--- src/rtl/mem_req_arbiter.sv ---
// Two-requester round-robin arbiter in front of one memory request port.
// Requester 0 is the CPU cache and requester 1 is the DMA/accelerator.
// Each transaction goes IDLE -> BUSY -> RELEASE, so cs_o is low for at
// least one cycle between back-to-back transactions.
// Optional feature: define ARB_TIMEOUT_EN to enable a watchdog. It ends a
// stuck BUSY after TIMEOUT_CYCLES with zero data and an err_o pulse.

`ifndef ADDR_WIDTH
`define ADDR_WIDTH 32
`endif
`ifndef DATA_WIDTH_CACHE
`define DATA_WIDTH_CACHE 32
`endif

module mem_req_arbiter #(
   parameter int unsigned TIMEOUT_CYCLES = 256
) (
   input  logic                         clk_i,
   input  logic                         rst_ni,
   input  logic [`ADDR_WIDTH-1:0]       r0_addr_i,
   input  logic [`DATA_WIDTH_CACHE-1:0] r0_wdata_i,
   input  logic                         r0_we_i,
   input  logic                         r0_cs_i,
   output logic [`DATA_WIDTH_CACHE-1:0] r0_rdata_o,
   output logic                         r0_rvalid_o,
   output logic                         r0_gnt_o,
   input  logic [`ADDR_WIDTH-1:0]       r1_addr_i,
   input  logic [`DATA_WIDTH_CACHE-1:0] r1_wdata_i,
   input  logic                         r1_we_i,
   input  logic                         r1_cs_i,
   output logic [`DATA_WIDTH_CACHE-1:0] r1_rdata_o,
   output logic                         r1_rvalid_o,
   output logic                         r1_gnt_o,
   output logic [`ADDR_WIDTH-1:0]       addr_o,
   output logic [`DATA_WIDTH_CACHE-1:0] wdata_o,
   output logic                         we_o,
   output logic                         cs_o,
   input  logic [`DATA_WIDTH_CACHE-1:0] rdata_i,
   input  logic                         rvalid_i,
   output logic                         err_o
);

   typedef enum logic [1:0] {StIdle, StBusy, StRelease} state_e;

   state_e                       r_state;
   logic                         r_owner;
   logic                         r_last;
   logic                         r_gnt0;
   logic                         r_gnt1;
   logic                         r_we;
   logic [`ADDR_WIDTH-1:0]       r_addr;
   logic [`DATA_WIDTH_CACHE-1:0] r_wdata;

   logic                         w_busy;
   logic                         w_any_req;
   logic                         w_sel;
   logic                         w_timeout;
   logic                         w_done;
   logic [`DATA_WIDTH_CACHE-1:0] w_rdata;

   assign w_busy    = (r_state == StBusy);
   assign w_any_req = r0_cs_i | r1_cs_i;
   // On a tie the requester that was not the last owner wins.
   assign w_sel     = (r0_cs_i & r1_cs_i) ? ~r_last : r1_cs_i;

`ifdef ARB_TIMEOUT_EN
   localparam int unsigned CntW = $clog2(TIMEOUT_CYCLES + 1);

   logic [CntW-1:0] r_cnt;

   // r_cnt holds the number of BUSY cycles already elapsed, so the limit hits on the last one.
   assign w_timeout = w_busy & ~rvalid_i & (r_cnt == CntW'(TIMEOUT_CYCLES - 1));

   // Watchdog counter: cleared while idle (i.e. on entry to BUSY), counts BUSY cycles.
   always_ff @(posedge clk_i or negedge rst_ni) begin
      if (!rst_ni) begin
         r_cnt <= '0;
      end else if (r_state == StIdle) begin
         r_cnt <= '0;
      end else if (w_busy) begin
         r_cnt <= r_cnt + CntW'(1);
      end
   end
`else
   logic w_unused_timeout;

   assign w_unused_timeout = ^TIMEOUT_CYCLES;
   assign w_timeout        = 1'b0;
`endif

   assign w_done = w_busy & (rvalid_i | w_timeout);

   // A real response takes precedence over a timeout; a timeout returns zero data.
   assign w_rdata = (w_busy & rvalid_i) ? rdata_i : '0;

   assign r0_rdata_o  = r_owner ? '0 : w_rdata;
   assign r1_rdata_o  = r_owner ? w_rdata : '0;
   assign r0_rvalid_o = w_done & ~r_owner;
   assign r1_rvalid_o = w_done & r_owner;
   assign r0_gnt_o    = r_gnt0;
   assign r1_gnt_o    = r_gnt1;
   assign err_o       = w_timeout;
   assign cs_o        = w_busy;
   assign addr_o      = r_addr;
   assign wdata_o     = r_wdata;
   assign we_o        = r_we;

   // Arbitration FSM: latch the winner's request, hold it through BUSY, then one RELEASE cycle.
   always_ff @(posedge clk_i or negedge rst_ni) begin
      if (!rst_ni) begin
         r_state <= StIdle;
         r_owner <= 1'b0;
         r_last  <= 1'b1;
         r_gnt0  <= 1'b0;
         r_gnt1  <= 1'b0;
         r_we    <= 1'b0;
         r_addr  <= '0;
         r_wdata <= '0;
      end else begin
         case (r_state)
            StIdle: begin
               if (w_any_req) begin
                  r_state <= StBusy;
                  r_owner <= w_sel;
                  r_addr  <= w_sel ? r1_addr_i : r0_addr_i;
                  r_wdata <= w_sel ? r1_wdata_i : r0_wdata_i;
                  r_we    <= w_sel ? r1_we_i : r0_we_i;
                  r_gnt0  <= ~w_sel;
                  r_gnt1  <= w_sel;
               end
            end
            StBusy: begin
               // The owner's cs is ignored here so a dropped request still completes.
               if (w_done) begin
                  r_state <= StRelease;
                  r_last  <= r_owner;
                  r_gnt0  <= 1'b0;
                  r_gnt1  <= 1'b0;
               end
            end
            StRelease: r_state <= StIdle;
            default:   r_state <= StIdle;
         endcase
      end
   end

endmodule

--- config.mk ---
export PLATFORM = sky130hd
export DESIGN_NAME = mem_req_arbiter
export DESIGN_NICKNAME = d
export VERILOG_FILES = /design/src/rtl/mem_req_arbiter.sv
export SDC_FILE = /design/constraint.sdc
export NUM_CORES = 1
export LEC_CHECK = 0
export BUFFER_PORTS_ARGS = -buffer_cell sky130_fd_sc_hd__buf_2
export CORE_AREA = 4 4 114 116
export CTS_CLUSTER_DIAMETER = 100
export CTS_CLUSTER_SIZE = 28
export DETAILED_ROUTE_END_ITERATION = 7
export DIE_AREA = 0 0 118 120
export PLACE_DENSITY = 0.75
export SLEW_MARGIN = 20
export SYNTH_ARGS = -nofsm -noshare
export SYNTH_HDL_FRONTEND = slang
export SYNTH_SLANG_ARGS = --single-unit
--- constraint.sdc ---
create_clock -name clk_i -period 2 [get_ports clk_i]
set_input_delay 0.2 -clock clk_i [delete_from_list [all_inputs] [get_ports clk_i]]
set_output_delay 0.2 -clock clk_i [all_outputs]
set_load 0.05 [all_outputs]
==> results.toml, run 1 <==
[power]
p_clk_share_pct = 14.7
seq_power_share_pct = 23.6
peakVddDrop_v = 0.000887
switching_share_pct = 51.7
p_switching_mw = 5.54
p_total_mw = 10.7
power.density_nw_per_um2 = 1840
p_comb_share_pct = 61.7
p_leak_nw = 3.04
internal_power_mw = 5.17

[critical_path]
crit_arrival_ns = 1.74
startpoint = "r_state[0]$_DFFE_PN0P_"
crit_end = "r1_rdata_o[29]"
rr_endpoint = "wdata_o[16]$_DFFE_PN0P_"
worstPathRequired_ns = 1.80
crit_type = "flip-flop to output port"
r2r_slack_ns = 0.35
crit_path_start_kind = "flip-flop"
worst_setup_path_end_kind = "output port"
worstRegToRegCells = 4
r2r_start = "r_last$_DFFE_PN1P_"
crit_fanout = 33

[drt]
avgRoutedWirePerCell_um = 18.8
drtIter0Drc = 147
viasPerCell = 5.11
drc = 0
drtPass1Iterations = 4
vias = 3914
route.antenna.remaining_nets = 0
wl_um = 14400

[timing]
slew_headroom_pct = 51.2
hold_violations = 0
setup_violations = 0
max_freq_mhz = 515
setup-tns-final_ns = 0
period_share_pct = 97.1
tightest_slew_ns = 0.733
drv_slew = 0
period_minus_slack_ns = 1.94
fin_skew_ns = 0.00687

[cts]
insertion_delay_ns = 0.32
cts_tree = "yes"
cts_made_buffers = 9
cts-root-buf = "clkbuf_16"
cts.sinks = 71
cts_max_level = 3
cts_max_path_buffers = 2
clkTransAtPathRegs_ns = 0.06

[floorplan]
num_rows = 40
start_util_pct = 30.4
dieArea_um2 = 14200
io_pins = 302
fp.coreArea_um2 = 11900
die_w_um = 118
die-height_um = 120

[logic_synthesis]
synth_ff_type = "dfrtp_1"
synth_cells = 322
yosysSeqAreaShare_pct = 49.2
synth_seq_cells = 71
synth_nets = 489
synth-edff-count = 0
yosys_warnings = 0
postSynth.asyncResetShare_pct = 100
syn_area_per_cell_um2 = 11.2
syn_area_um2 = 3620
synth.distinct_cells = 23

[grt]
grt_max_degree = 66
first_global_vias = 4052
grt_pass1_wl_um = 21400
busiest_layer = "met2"
grt_overflow = 0
use_met3_pct = 6.08
grt_use_met2_pct = 34.2
antenna_found_initial = 4
grt_util_met1_pct = 20.2
track_usage_pct = 18.9

[job]
drv_cap = 0

[final_layout]
multi_input_area_um2 = 1680
seq_area_um2 = 1780
fillers = 1083
drive_above_1_share_pct = 56.4
finalNetCount = 778
final_cell_mix = "buf_2, dfrtp_1, o21a_1, a221o_1, and2_1"
stdcell_count = 766
final_area_um2 = 5830
syn2layout_area_growth_pct = 61.2
final_common_cell = "buf_2"

[place]
placed_area_um2 = 5280
placed_cells = 743
portBuffers = 300
dp_hpwl_um = 10800
gpl.final_weighted_congestion = 0.991

[worst_hold_path]
min_path_type = "input pin to flip-flop"

[status]
status = "completed"
==> layer usage <==
metal  up-vias  part of all wire [%]
li1       1789                     -
met3        28                   8.8
met4         0                   2.8
met1      1862                    36
met2       235                    52
met5         -                     0
==> timing repair <==
item                                    in CTS  in global routing
gates resized for setup                     33                 62
hold endpoints to repair                    29                  0
endpoints found under the setup margin      32                 64
buffers inserted                             0                  2
gates cloned                                 0                  1
pin swaps                                    0                  1
hold buffers                                 1                  0
==> power by group through the flow <==
stage	sequential, mW	combinational, mW	clock [mW]
global placement	2.50	6.35	0
floorplan	4.78	2.61	0
global route	2.61	6.94	1.68
CTS	2.52	6.51	1.63
detailed placement	2.55	6.43	0
finish	2.52	6.61	1.58
==> cell type report <==
class / count / share of cell area (%)
antenna: 4 / 0.172
clock buffer: 10 / 4.10
clock inverter: 5 / 1.01
inverter: 2 / 0.193
multi-input combinational: 213 / 28.7
sequential: 71 / 30.5
tap: 147 / 3.15
timing repair buffer: 314 / 32.2
==> synthesized netlist by cell type, types with 2 or more instances <==
cell / instances / area [um2]
o21ai_0: 2 / 10.0
dfrtp_1: 70 / 1750
a221o_1: 65 / 651
buf_1: 4 / 15.0
buf_6: 4 / 45.0
nor2_1: 4 / 15.0
clkbuf_1: 14 / 52.6
a31o_2: 2 / 17.5
inv_1: 2 / 7.51
buf_2: 12 / 60.1
and2_1: 64 / 400
o21a_1: 65 / 488
nand2b_1: 2 / 12.5
and3_1: 3 / 18.8
==> stage by stage <==
stage	hold slack [ns]	utilization [%]	setup slack [ns]
global route	0.0950	49.0	-0.0375
finish	0.0999	49.0	0.0581
CTS	0.0851	47.6	0.0129
detailed placement	0.165	44.3	0.318
global placement	0.164	44.3	0.368
floorplan	-0.0956	-	0.0694
==> worst max-delay path, stage by stage, from the launching register on <==
cell and delay, ns:
dfrtp_1 0.41, nand2b_1 0.16, clkinvlp_4 0.13, and3_4 0.20, buf_12 0.15, and2_2 0.19, buf_4 0.18
==> kinds of logic after synthesis <==
group                  count (synthesis)  share of synthesized area, %
DFF                                   71                          49.2
other                                  1                         0.104
AOI/OAI and AO/OA                    136                          32.6
buffers and inverters                 38                          5.33
and+or+nand+nor                       76                          12.8
==> how the worst min path moves through the flow <==
stage / from / to / slack (ns) / cells after the start
final: r0_wdata_i[31] / wdata_o[31]$_DFFE_PN0P_ / 0.1 / 2
after global routing: r1_addr_i[13] / addr_o[13]$_DFFE_PN0P_ / 0.1 / 2
after CTS: r0_wdata_i[31] / wdata_o[31]$_DFFE_PN0P_ / 0.09 / 2
after detailed placement: rst_ni / wdata_o[11]$_DFFE_PN0P_ / 0.16 / 1
after global placement: rst_ni / addr_o[5]$_DFFE_PN0P_ / 0.16 / 1
after floorplan: rst_ni / addr_o[0]$_DFFE_PN0P_ / -0.1 / 0
==> state kept, by name (all words and copies together), names as in the netlist <==
signal    count
addr_o       32
wdata_o      32
r_state       2
r0_gnt_o      1
r1_gnt_o      1
r_last        1
r_owner       1
we_o          1
Power figures use the tool's default switching activity.
==> run 2: changes to the inputs <==
--- a/config.mk
+++ b/config.mk
@@ -6,12 +6,13 @@
 export NUM_CORES = 1
 export LEC_CHECK = 0
 export BUFFER_PORTS_ARGS = -buffer_cell sky130_fd_sc_hd__buf_2
+export CAP_MARGIN = 20
 export CORE_AREA = 4 4 114 116
 export CTS_CLUSTER_DIAMETER = 100
 export CTS_CLUSTER_SIZE = 28
 export DETAILED_ROUTE_END_ITERATION = 7
 export DIE_AREA = 0 0 118 120
-export PLACE_DENSITY = 0.75
+export PLACE_DENSITY_LB_ADDON = 0.2
 export SLEW_MARGIN = 20
 export SYNTH_ARGS = -nofsm -noshare
 export SYNTH_HDL_FRONTEND = slang
==> run 2 against run 1 <==
Power increased by 2.8%. Sequential power about the same. Non-clock buffer count unchanged. Clock skew decreased by 0.0013 ns. Critical endpoint is now r0_rdata_o[25]. Largest cell class unchanged. Highest routed layer unchanged.
==> results.toml, run 2 (synthesized netlist as in run 1, its figures left out) <==
[status]
status = "completed"

[critical_path]
worstPathRequired_ns = 1.80
crit_arrival_ns = 1.75
crit_fanout = 17
crit_type = "flip-flop to output port"
critPathBufInv = 2
crit_slowest_cell = "dfrtp_1"
critPathTopFamily = "simple AND/OR/NAND/NOR gates"
cp_slowest_stage_delay_ns = 0.41
cp_cell_sequence = "nand3b_1 -> nor2_4 -> buf_6 -> and2_1 -> clkbuf_4"
crit_path_start_kind = "flip-flop"
worst_setup_path_end_kind = "output port"

[cts]
cts_max_level = 3
cts-root-buf = "clkbuf_16"
cts.sinks = 71
cts_tree = "yes"
cts_max_path_buffers = 2
insertion_delay_ns = 0.33
cts_made_buffers = 9
clkTransAtPathRegs_ns = 0.06

[place]
post-place-ws_ns = 0.138
portBuffers = 300
dp_hpwl_um = 10600
placed_area_um2 = 5230
gpl.final_weighted_congestion = 0.884

[floorplan]
die_w_um = 118
io_pins = 302
die-height_um = 120
num_rows = 40
fp.coreArea_um2 = 11900
dieArea_um2 = 14200
start_util_pct = 30.4

[timing]
tightest_slew_ns = 0.802
fin_ws_ns = 0.0538
slew_headroom_pct = 46.4
hold_violations = 0
period_minus_slack_ns = 1.95
drv_slew = 0
period_share_pct = 97.3
setup_violations = 0
fin_skew_ns = 0.00561
worst_hold_slack_ns = 0.0968
max_freq_mhz = 514

[final_layout]
final_area_um2 = 5820
finalNetCount = 778
utilization_pct = 48.9
fillers = 1123
drive_above_1_share_pct = 56.6
final_cell_mix = "buf_2, dfrtp_1, o21a_1, a221o_1, and2_1"
syn2layout_area_growth_pct = 60.9
final_common_cell = "buf_2"

[power]
peakVddDrop_v = 0.000782
p_leak_nw = 3.07
power.density_nw_per_um2 = 1890
p_total_mw = 11.0

[grt]
grt_overflow = 0
antenna_found_initial = 2
grt_max_degree = 38
first_global_vias = 4083
track_usage_pct = 19.7
grt_pass1_wl_um = 22200

[drt]
viasPerCell = 5.15
drtIter0Drc = 260
wl_um = 14600
drtPass1Iterations = 4
route.antenna.remaining_nets = 0
drc = 0
avgRoutedWirePerCell_um = 19.0
vias = 3940

[job]
drv_cap = 0

[worst_hold_path]
min_path_type = "input pin to flip-flop"
[run 2: cell count changes in the layout (fill, tap and decap cells not counted), moves of 2 or more]
cell	change
clkbuf_4	+3
buf_6	-8
bufinv_16	+3
buf_4	-6
buf_2	+13
clkinvlp_4	-2
buf_12	-3
[run 2: what timing repair did]
item / 4_1_cts / 5_1_grt
buffers inserted: 0 / 1
hold buffers: 1 / 0
endpoints found under the setup margin: 64 / 66
cloned: 0 / 2
endpoints found under the hold margin: 33 / 0
pin swaps: 0 / 1
resized for setup: 38 / 26
[run 2: area by class of cell]
cell class                 count  area, um2  share of cell area, %
timing repair buffer         314       1790                   30.8
sequential                    71       1780                   30.5
multi-input combinational    213       1690                   29.0
clock buffer                   9        225                   3.87
tap                          147        184                   3.16
clock inverter                 6        134                   2.30
inverter                       2       11.3                  0.193
antenna                        3       7.51                  0.129
[run 2: final timing paths]
| check | startpoint | end | slack [ns] | cells past startpoint |
|---|---|---|---|---|
| worst max-delay path | r_state[1]$_DFFE_PN0P_ | r0_rdata_o[25] | 0.05 | 5 |
| worst min-delay path | r0_addr_i[12] | addr_o[12]$_DFFE_PN0P_ | 0.1 | 2 |
| worst max register to register | r_state[0]$_DFFE_PN0P_ | addr_o[23]$_DFFE_PN0P_ | 0.37 | 4 |
| worst min register to register | r0_gnt_o$_DFFE_PN0P_ | r0_gnt_o$_DFFE_PN0P_ | 0.52 | 1 |
| max in group asynchronous | rst_ni | wdata_o[2]$_DFFE_PN0P_ | 1.04 | 3 |
| min in group asynchronous | rst_ni | wdata_o[6]$_DFFE_PN0P_ | 0.37 | 2 |
[run 2: per-stage QoR]
stage	setup TNS, ns	cells
final	0	765
after global routing	-0.725	764
after CTS	0	759
after detailed placement	0	743
after global placement	0	743
after floorplan	0	322
[run 2: worst reg2reg max path: cells and delay by family (launching register included)]
kind,cells,cell delay [ns]
AO/OA/AOI/OAI,2,0.50
flip-flops,1,0.43
AND/OR/NAND/NOR,1,0.31
buffers and inverters,1,0.27
[run 2: per-layer routing]
layer / global-route usage, % / up-vias / routed length (um)
met5: 0 / - / 0
met4: 7.84 / 0 / 398
met3: 7.16 / 24 / 1340
met2: 33.5 / 222 / 7450
met1: 22.5 / 1901 / 5370
li1: - / 1793 / -
[run 2: power breakdown]
| part | switching, mW | leakage, nW | internal (mW) |
|---|---|---|---|
| Clock | 0.601 | 0.175 | 1.34 |
| Combinational | 4.54 | 2.02 | 1.99 |
| Sequential | 0.390 | 0.876 | 2.14 |
